`config.mk`:
```
export PLATFORM = sky130hd
export DESIGN_NAME = fifo_stream_drain
export DESIGN_NICKNAME = d
export VERILOG_FILES = /design/src/rtl/fifo_drain_pkg.sv /design/src/rtl/drain_skid_buf.sv /design/src/rtl/fifo_stream_drain.sv
export SDC_FILE = /design/constraint.sdc
export NUM_CORES = 1
export LEC_CHECK = 0
export ABC_AREA = 0
export BUFFER_PORTS_ARGS = -buffer_cell sky130_fd_sc_hd__buf_2
export CORE_UTILIZATION = 58
export DETAILED_ROUTE_END_ITERATION = 10
export PLACE_DENSITY_LB_ADDON = 0.2
export SLEW_MARGIN = 20
export SYNTH_ARGS = -nofsm -noshare
export SYNTH_HDL_FRONTEND = slang
export SYNTH_SLANG_ARGS = --single-unit
```
`constraint.sdc`:
```
create_clock -name clk -period 3.6 [get_ports clk]
set_input_delay 0.18 -clock clk [delete_from_list [all_inputs] [get_ports clk]]
set_output_delay 0.18 -clock clk [all_outputs]
set_load 0.02 [all_outputs]
```
`src/rtl/fifo_drain_pkg.sv`:
```
// fifo_drain_pkg: shared widths and word type for the fifo_memory read-side drain stage
package fifo_drain_pkg;
    localparam int DATA_WIDTH  = 8;
    localparam int COUNT_WIDTH = 32;
    typedef logic [DATA_WIDTH-1:0] word_t;
endpackage

```
`src/rtl/drain_skid_buf.sv`:
```
// drain_skid_buf: 2-entry ordered register buffer that absorbs the FIFO read latency
module drain_skid_buf
    import fifo_drain_pkg::*;
#(
    parameter int W = DATA_WIDTH
) (
    input  logic         clk,
    input  logic         rstn,
    input  logic         push,
    input  logic [W-1:0] push_data,
    input  logic         pop,
    input  logic         clear,
    output logic [W-1:0] head_data,
    output logic [1:0]   occ
);
    logic [W-1:0] mem [2];
    logic         hd;
    logic         tl;

    assign head_data = mem[hd];

    // tail write, head advance and occupancy; clear empties the buffer and wins over a push
    always_ff @(posedge clk or negedge rstn) begin
        if (!rstn) begin
            mem[0] <= '0;
            mem[1] <= '0;
            hd     <= 1'b0;
            tl     <= 1'b0;
            occ    <= 2'd0;
        end else if (clear) begin
            hd  <= 1'b0;
            tl  <= 1'b0;
            occ <= 2'd0;
        end else begin
            if (push) begin
                mem[tl] <= push_data;
                tl      <= ~tl;
            end
            if (pop) hd <= ~hd;
            occ <= occ + 2'(push) - 2'(pop);
        end
    end
endmodule

```
`src/rtl/fifo_stream_drain.sv`:
```
// fifo_stream_drain: pops fifo_memory and presents its words on a valid/ready stream
module fifo_stream_drain
    import fifo_drain_pkg::*;
#(
    parameter int DATA_WIDTH  = fifo_drain_pkg::DATA_WIDTH,
    parameter int COUNT_WIDTH = fifo_drain_pkg::COUNT_WIDTH
) (
    input  logic                   clk,
    input  logic                   rstn,
    input  logic                   fifo_empty,
    output logic                   fifo_read_enable,
    input  logic [DATA_WIDTH-1:0]  fifo_read_data,
    output logic                   m_valid,
    output logic [DATA_WIDTH-1:0]  m_data,
    input  logic                   m_ready,
    input  logic                   flush,
    output logic [COUNT_WIDTH-1:0] word_count,
    output logic                   busy
);
    logic       inflight;
    logic       discard;
    logic       pop;
    logic       capture;
    logic [1:0] occ;
    logic [2:0] level;

    // issue a read only if the buffer can still hold it after this cycle's pop
    always_comb begin
        pop              = m_valid && m_ready;
        level            = {1'b0, occ} + {2'b00, inflight};
        capture          = inflight && !discard;
        fifo_read_enable = rstn && !fifo_empty && !flush && (level < (pop ? 3'd3 : 3'd2));
    end

    assign m_valid = occ != 2'd0;
    assign busy    = (occ != 2'd0) || inflight;

    drain_skid_buf #(.W(DATA_WIDTH)) u_buf (
        .clk       (clk),
        .rstn      (rstn),
        .push      (capture),
        .push_data (fifo_read_data),
        .pop       (pop),
        .clear     (flush),
        .head_data (m_data),
        .occ       (occ)
    );

    // read-latency tracking, flush discard marker and delivered-word counter
    always_ff @(posedge clk or negedge rstn) begin
        if (!rstn) begin
            inflight   <= 1'b0;
            discard    <= 1'b0;
            word_count <= '0;
        end else begin
            inflight   <= fifo_read_enable;
            discard    <= flush && inflight;
            word_count <= word_count + COUNT_WIDTH'(pop);
        end
    end
endmodule

```
==> results of run 1 <==
[routing by layer]
| layer | global-route usage (%) | share of wire, % | vias up |
|---|---|---|---|
| li1 | - | - | 794 |
| met1 | 27.35 | 46 | 817 |
| met2 | 35.02 | 49 | 37 |
| met3 | 5.405 | 4.4 | 2 |
| met4 | 6.383 | 0.56 | 0 |
| met5 | 0 | 0 | - |
[power by group through the flow]
stage | Sequential (mW) | Combinational (mW) | Clock [mW]
after floorplan | 0.724 | 0.111 | 0
after global placement | 0.709 | 0.200 | 0
after detailed placement | 0.712 | 0.203 | 0
after CTS | 0.699 | 0.204 | 0.392
after global routing | 0.708 | 0.216 | 0.418
final | 0.698 | 0.200 | 0.387
[cell usage after synthesis (2+ instances only)]
| library cell | n | area (µm²) |
|---|---|---|
| and4_1 | 2 | 17.52 |
| nor2_1 | 13 | 48.80 |
| and2_1 | 2 | 12.51 |
| xor2_1 | 13 | 113.9 |
| nand3_1 | 11 | 55.05 |
| nor4_4 | 2 | 42.54 |
| and3_1 | 3 | 18.77 |
| clkbuf_1 | 2 | 7.510 |
| nand2_1 | 12 | 45.04 |
| or3_4 | 2 | 22.52 |
| inv_1 | 7 | 26.28 |
| nand4_1 | 4 | 25.02 |
| nor3_1 | 2 | 10.01 |
| dfrtp_1 | 54 | 1351 |
| xnor2_1 | 20 | 175.2 |
| nor3_2 | 2 | 20.02 |
| o21ai_0 | 2 | 10.01 |
| mux2_2 | 24 | 270.3 |
| ha_1 | 5 | 62.56 |
[worst max-delay path: stages, from the launching register on]
cell,delay [ns]
dfrtp_1,0.44
o211ai_1,0.17
inv_1,0.08
ha_1,0.19
nand4_1,0.25
nor4_4,0.42
nand2_2,0.15
nor3_2,0.15
xor2_1,0.15
[worst max path at each step]
stage | end | slack, ns | depth (start not counted)
after floorplan | word_count[24]$_DFF_PN0_ | 1.75 | 8
after global placement | word_count[24]$_DFF_PN0_ | 1.66 | 8
after detailed placement | word_count[24]$_DFF_PN0_ | 1.53 | 8
after CTS | word_count[24]$_DFF_PN0_ | 1.53 | 8
after global routing | word_count[24]$_DFF_PN0_ | 1.34 | 8
final | word_count[24]$_DFF_PN0_ | 1.53 | 8
[registers in the layout (all words and copies together), names as in the netlist]
register	count
discard	1
u_buf.tl	1
inflight	1
u_buf.hd	1
u_buf.occ	2
u_buf.mem	16
word_count	32
[cell families (layout without fill, tap and decap cells)]
family	after synthesis	in the layout	synth area share, %
simple gates	69	69	18.38
flops	54	54	54.08
xor+xnor	33	33	11.57
mux	25	25	11.22
buf+inv	10	71	1.552
fa+ha+maj	5	5	2.504
compound gates	3	3	0.7012
[stage by stage]
stage / std cells / cell area, µm² / hold WS [ns]
after CTS: 310 / 2942 / 0.04236
after floorplan: 199 / 2499 / -0.1156
final: 310 / 2942 / 0.02686
after detailed placement: 302 / 2831 / 0.3786
after global routing: 310 / 2942 / 0.07995
after global placement: 302 / 2831 / 0.3706
[final cells by class]
class                           instances  share of cell area, %
Inverter                                7                 0.8932
Clock buffer                            8                  3.743
Timing Repair Buffer                   56                  9.613
Tap cell                               50                  2.127
Sequential cell                        54                  45.94
Multi-Input combinational cell        135                  37.69
==> summary.md, run 1 <==
| Metric | Value |
|---|---|
| P_int | approximately 0.94 mW |
| Critical path class | register to register |
| Netlist cell types | 36 |
| Synthesized instance count | 199 |
| Root Driver | clkbuf_8 |
| Synth-to-Final Area Change | 17.73% |
| Setup WS post-layout | 1.532 ns |
| Combinational Power Share | 15.6% |
| Longest Clk Path Bufs | 2 |
| CTS tree | yes |
| Setup TNS Final | 0 ns |
| Sequential power share | 54.3% |
| WP data required | approximately 3.8 ns |
| Initial drt markers | 95 |
| Switch share | between 20% and 30% |
| Final Util | 72.49% |
| Hold_buf cts | 0 |
| Pwr/cell area | around 440 nW/µm² |
| Placer Congestion | 0.7161 |
| Routed len/inst | between 10 and 15 µm |
| Inserted Clock Buffers | 5 |
| Final #Nets | ~280 |
| Final setup viols | 0 |
| Pre-CTS setup slack | 1.531 ns |
| Path depth of the worst reg2reg path | 8 |
| Worst R2R Start | u_buf.occ[0]$_DFF_PN0_ |
| Vias in the first global route | 1562 |
| Post-synthesis async set-or-reset flop share | 100.0% |
| Post-synth top flop | dfrtp_1 |
| Antenna Nets Post-Route | 0 |
| Register Area | 1351 µm² |
| Cell Area, Synth | 2499 µm² |
| CP startpoint | u_buf.occ[0]$_DFF_PN0_ |
| Initial Utilization | ~62% |
| Most frequent cells in the layout | buf_2, dfrtp_1, mux2_2 |
| Maxcap violations | 0 |
| Critical Path Start Type | register |
| DRT Pass-1 Iters | 4 |
| Final Cycle Share | between 50% and 60% |
| Share of cells above drive strength 1 | 39.23% |
| Die span in x | a little under 70 µm |
| Endpoints failing hold | 0 |
| Hpwl dp | roughly 3200 µm |
| Outcome | finished clean |
| Crit path max fanout | 7 |
| Multi-input gate area | roughly 1100 µm² |
| Endpoint type of the worst setup path | register |
| Worst VDD drop | between 0.2 and 0.3 mV |
| Clk_skew | 0.005255 ns |
| Drt via density | 5.323 |
| Crit path DAT | around 2.3 ns |
| Postcts setup bufs | 0 |
| DRT Wirelength | 4428 µm |
| R2r endpoint | word_count[24]$_DFF_PN0_ |
| Drt drc | 0 |
| Largest net degree at the start of global routing | 55 |
| Cts repair resizes | 0 |
| Time the worst path needs with I/O delays and setup | between 2 and 2.5 ns |
| Pleak | 1.583 nW |
| Antenna Cells | 0 |
| Die H | 67.64 µm |
| Yosys reg bits | 54 |
| Avg Cell Area, Syn | between 10 and 15 µm² |
| Initial antenna violation count | 0 |
| Syn_nets | between 200 and 250 |
| Worst-margin pin slew | 0.6643 ns |
| Post-layout power | around 1.3 mW |
| NetSw | 0.3407 mW |
| EDFF count, synth | 0 |
| Sequential area share after synthesis | 54.08% |
| Clk_lat worst skew | 0.30 ns |
| CTS HTree Levels | 2 |
| Remaining Overflow, GRT | 0 |
| Routed via count | roughly 1700 |
| First-pass GRT wire length | 7217 µm |
| Clock power frac | 30.1% |
| Core Area | 4058 µm² |
| FP Rows | 23 |
| Fin. max-slew vios | 0 |
| FMAX | between 400 and 500 MHz |
| Clock sink count | 54 |
| Slew headroom | a little under three fifths |
| Reg2reg setup slack | 1.53 ns |
| Overall Global Routing Usage | 21.26% |
| Clock transition at the registers of the reported paths | roughly 0.09 ns |
| Yosys warns | 0 |
| Filler Cells Inserted | 285 |
| Commonest non-fill, non-tap cell in the layout | buf_2 |
| Hold Path Class | input pin to asynchronous set/reset pin |
| Port bufs | 55 |
| Num ports | 56 |
| Die area | 4574 µm² |
| RSZ-0062 raised after global routing | false |
Note: power is estimated with default switching activity, not from simulation.
==> run 2: changes to the inputs <==
--- a/config.mk
+++ b/config.mk
@@ -7,7 +7,7 @@
 export LEC_CHECK = 0
 export ABC_AREA = 0
 export BUFFER_PORTS_ARGS = -buffer_cell sky130_fd_sc_hd__buf_2
-export CORE_UTILIZATION = 58
+export CORE_UTILIZATION = 48
 export DETAILED_ROUTE_END_ITERATION = 10
 export PLACE_DENSITY_LB_ADDON = 0.2
 export SLEW_MARGIN = 20
==> constraint.sdc (replaced) <==
create_clock -name clk -period 1.8 [get_ports clk]
set_input_delay 0.09 -clock clk [delete_from_list [all_inputs] [get_ports clk]]
set_output_delay 0.09 -clock clk [all_outputs]
set_load 0.02 [all_outputs]
==> run 2 against run 1 <==
Net effect:
- the run now ends with negative setup slack left
- worst setup slack worse by 1.6 ns
- clock-buffer cell count is 2 lower
- routed wire length is 7.7% higher
- first-iteration DRC count is 46% lower
- sequential power is 100% higher
- critical endpoint is now fifo_read_enable
- largest cell class unchanged
- highest routed layer unchanged
==> summary.md, run 2 (same netlist as run 1, synthesis figures left out) <==
| Metric | Value |
|---|---|
| Pwr/cell area | around 790 nW/µm² |
| Initial Utilization | 51.21% |
| Largest net degree at the start of global routing | 55 |
| Maxcap violations | 0 |
| Switch share | a little over a quarter |
| Critical path class | register to output pin |
| Routed via count | 1726 |
| Most frequent cells in the layout | buf_2, dfrtp_1, mux2_2 |
| Max stage delay on crit path | 0.41 ns |
| Port bufs | 55 |
| First-pass GRT wire length | around 8000 µm |
| Die area | 5498 µm² |
| Fin. max-slew vios | 0 |
| Pre-CTS setup slack | -0.05629 ns |
| Time the worst path needs with I/O delays and setup | 1.856 ns |
| Inserted Clock Buffers | 5 |
| Hpwl dp | 3374 µm |
| Drt drc | 0 |
| Outcome | complete, but fails checks |
| Crit path max fanout | 3 |
| Drt via density | about 5.0 |
| FMAX | 538.7 MHz |
| Worst VDD drop | approximately 0.43 mV |
| Critical Path Slowest Stage Cell | dfrtp_1 |
| Combinational Power Share | between 10% and 20% |
| Die span in x | 74.15 µm |
| Failing checks | negative setup slack |
| Remaining Overflow, GRT | 0 |
| Crit path DAT | 1.77 ns |
| Dpl cells | approximately 330 |
| WP data required | roughly 1.7 ns |
| Final Cycle Share | 103.1% |
| Setup WS post-layout | -0.05649 ns |
| Clock sink count | 54 |
| CTS tree | yes |
| Num ports | 56 |
| DRT Pass-1 Iters | 3 |
| Endpoint type of the worst setup path | output pin |
| FP Rows | 25 |
| Antenna Nets Post-Route | 0 |
| Worst-margin pin slew | 0.6664 ns |
| Clock transition at the registers of the reported paths | 0.10 ns |
| Initial antenna violation count | 0 |
| Antenna Cells | 0 |
| Root Driver | clkbuf_8 |
| Sequential power share | between 50% and 60% |
| Clk_lat worst skew | 0.30 ns |
| Clk_skew | 0.006783 ns |
| CTS HTree Levels | 2 |
| Vias in the first global route | 1671 |
| Fin cells | 346 |
| Clock power frac | between 20% and 30% |
| Cell breakdown of the critical path | buf_4 > buf_6 > ha_4 > ha_4 > o21ai_1 > and4b_1 > buf_6 |
| Final #Nets | between 200 and 300 |
| P_int | 1.822 mW |
| Placer Congestion | 0.8033 |
| Pleak | roughly 1.7 nW |
| RSZ-0062 raised after global routing | true |
| Die H | between 70 and 80 µm |
| Largest registers | word_count: 32 flops, u_buf.mem: 16 flops, u_buf.occ: 2 flops |
| Routed len/inst | 13.79 µm |
| Share of cells above drive strength 1 | 46.95% |
| Endpoints failing hold | 0 |
| Initial drt markers | 51 |
| DRT Wirelength | 4770 µm |
| Hold Path Class | input pin to register |
| Filler Cells Inserted | 410 |
| Core Area | around 5000 µm² |
| Setup TNS Final | -0.09758 ns |
| Slew headroom | 55.58% |
| Overall Global Routing Usage | 19.29% |
| Final Util | 64.90% |
| Largest register by flop count | word_count |
| Longest Clk Path Bufs | 2 |
| Critical Path Start Type | register |
| Commonest non-fill, non-tap cell in the layout | buf_2 |
| Synth-to-Final Area Change | 26.74% |
| Largest register FFs | 32 |
| Final setup viols | 5 |
| NetSw | 0.6907 mW |
## run 2: cell types whose count changed in the layout (fill, tap and decap cells not counted), sizes merged
cell         before  now
buf              56   74
clkbuf            8    6
clkinv            0    1
clkinvlp          0    1
dlygate4sd3       0    1
## run 2: power by group through the flow
stage | Clock [mW] | Combinational [mW] | Sequential [mW]
global route | 0.791 | 0.450 | 1.42
detailed placement | 0 | 0.410 | 1.42
CTS | 0.732 | 0.418 | 1.40
floorplan | 0 | 0.223 | 1.45
finish | 0.700 | 0.412 | 1.40
global placement | 0 | 0.404 | 1.42
## run 2: worst max-delay path: cells and delay by family, from the launching register on
family,cells,cell delay [ns]
AOI/OAI and AO/OA,1,0.06
adders and majority gates,2,0.37
buffers and inverters,3,0.38
DFF,1,0.41
and+or+nand+nor,1,0.24
## run 2: layer usage
metal	global-route usage (%)	part of all wire, %	routed length (µm)
met3	5.420	4.1	195
met1	25.59	46	2200
met4	8.120	2.0	96
met2	29.70	48	2278
met5	0	0	0
## run 2: final cells by class
type | count | area [µm²] | share of cell area (%)
clock buffer | 6 | 82.58 | 2.608
inverter | 7 | 26.28 | 0.8297
multi-input combinational | 135 | 1171 | 36.98
tap | 67 | 83.83 | 2.647
clock inverter | 2 | 12.51 | 0.3951
timing repair buffer | 75 | 437.9 | 13.83
sequential | 54 | 1353 | 42.71
## run 2: path summary, 6_finish.rpt
check | startpoint | to | slack (ns) | cells past startpoint
worst max-delay path | u_buf.occ[0]$_DFF_PN0_ | fifo_read_enable | -0.06 | 7
worst min-delay path | fifo_read_data[3] | u_buf.mem[11]$_DFFE_PN0P_ | 0.02 | 2
worst max register to register | u_buf.occ[0]$_DFF_PN0_ | word_count[16]$_DFF_PN0_ | -0.02 | 8
worst min register to register | word_count[31]$_DFF_PN0_ | word_count[31]$_DFF_PN0_ | 0.47 | 1
max in group asynchronous | rstn | word_count[0]$_DFF_PN0_ | 0.82 | 3
min in group asynchronous | rstn | word_count[24]$_DFF_PN0_ | 0.50 | 3
## run 2: metrics by stage
step | hold WS (ns) | total power [mW] | instance area, µm²
2_1_floorplan | -0.2056 | 1.673 | 2500
3_3_place_gp | 0.3375 | 1.824 | 2922
3_5_place_dp | 0.3263 | 1.835 | 2922
4_1_cts | 0.01632 | 2.552 | 3082
5_1_grt | 0.006967 | 2.661 | 3167
6_report | 0.02439 | 2.513 | 3167
## run 2: repair_timing
item | 4_1_cts | 5_1_grt
endpoints found under the setup margin | 5 | 14
gates resized for setup | 7 | 11
pin swaps | 2 | 6
endpoints found under the hold margin | 54 | 0
hold buffers | 1 | 0
setup buffers | 4 | 6
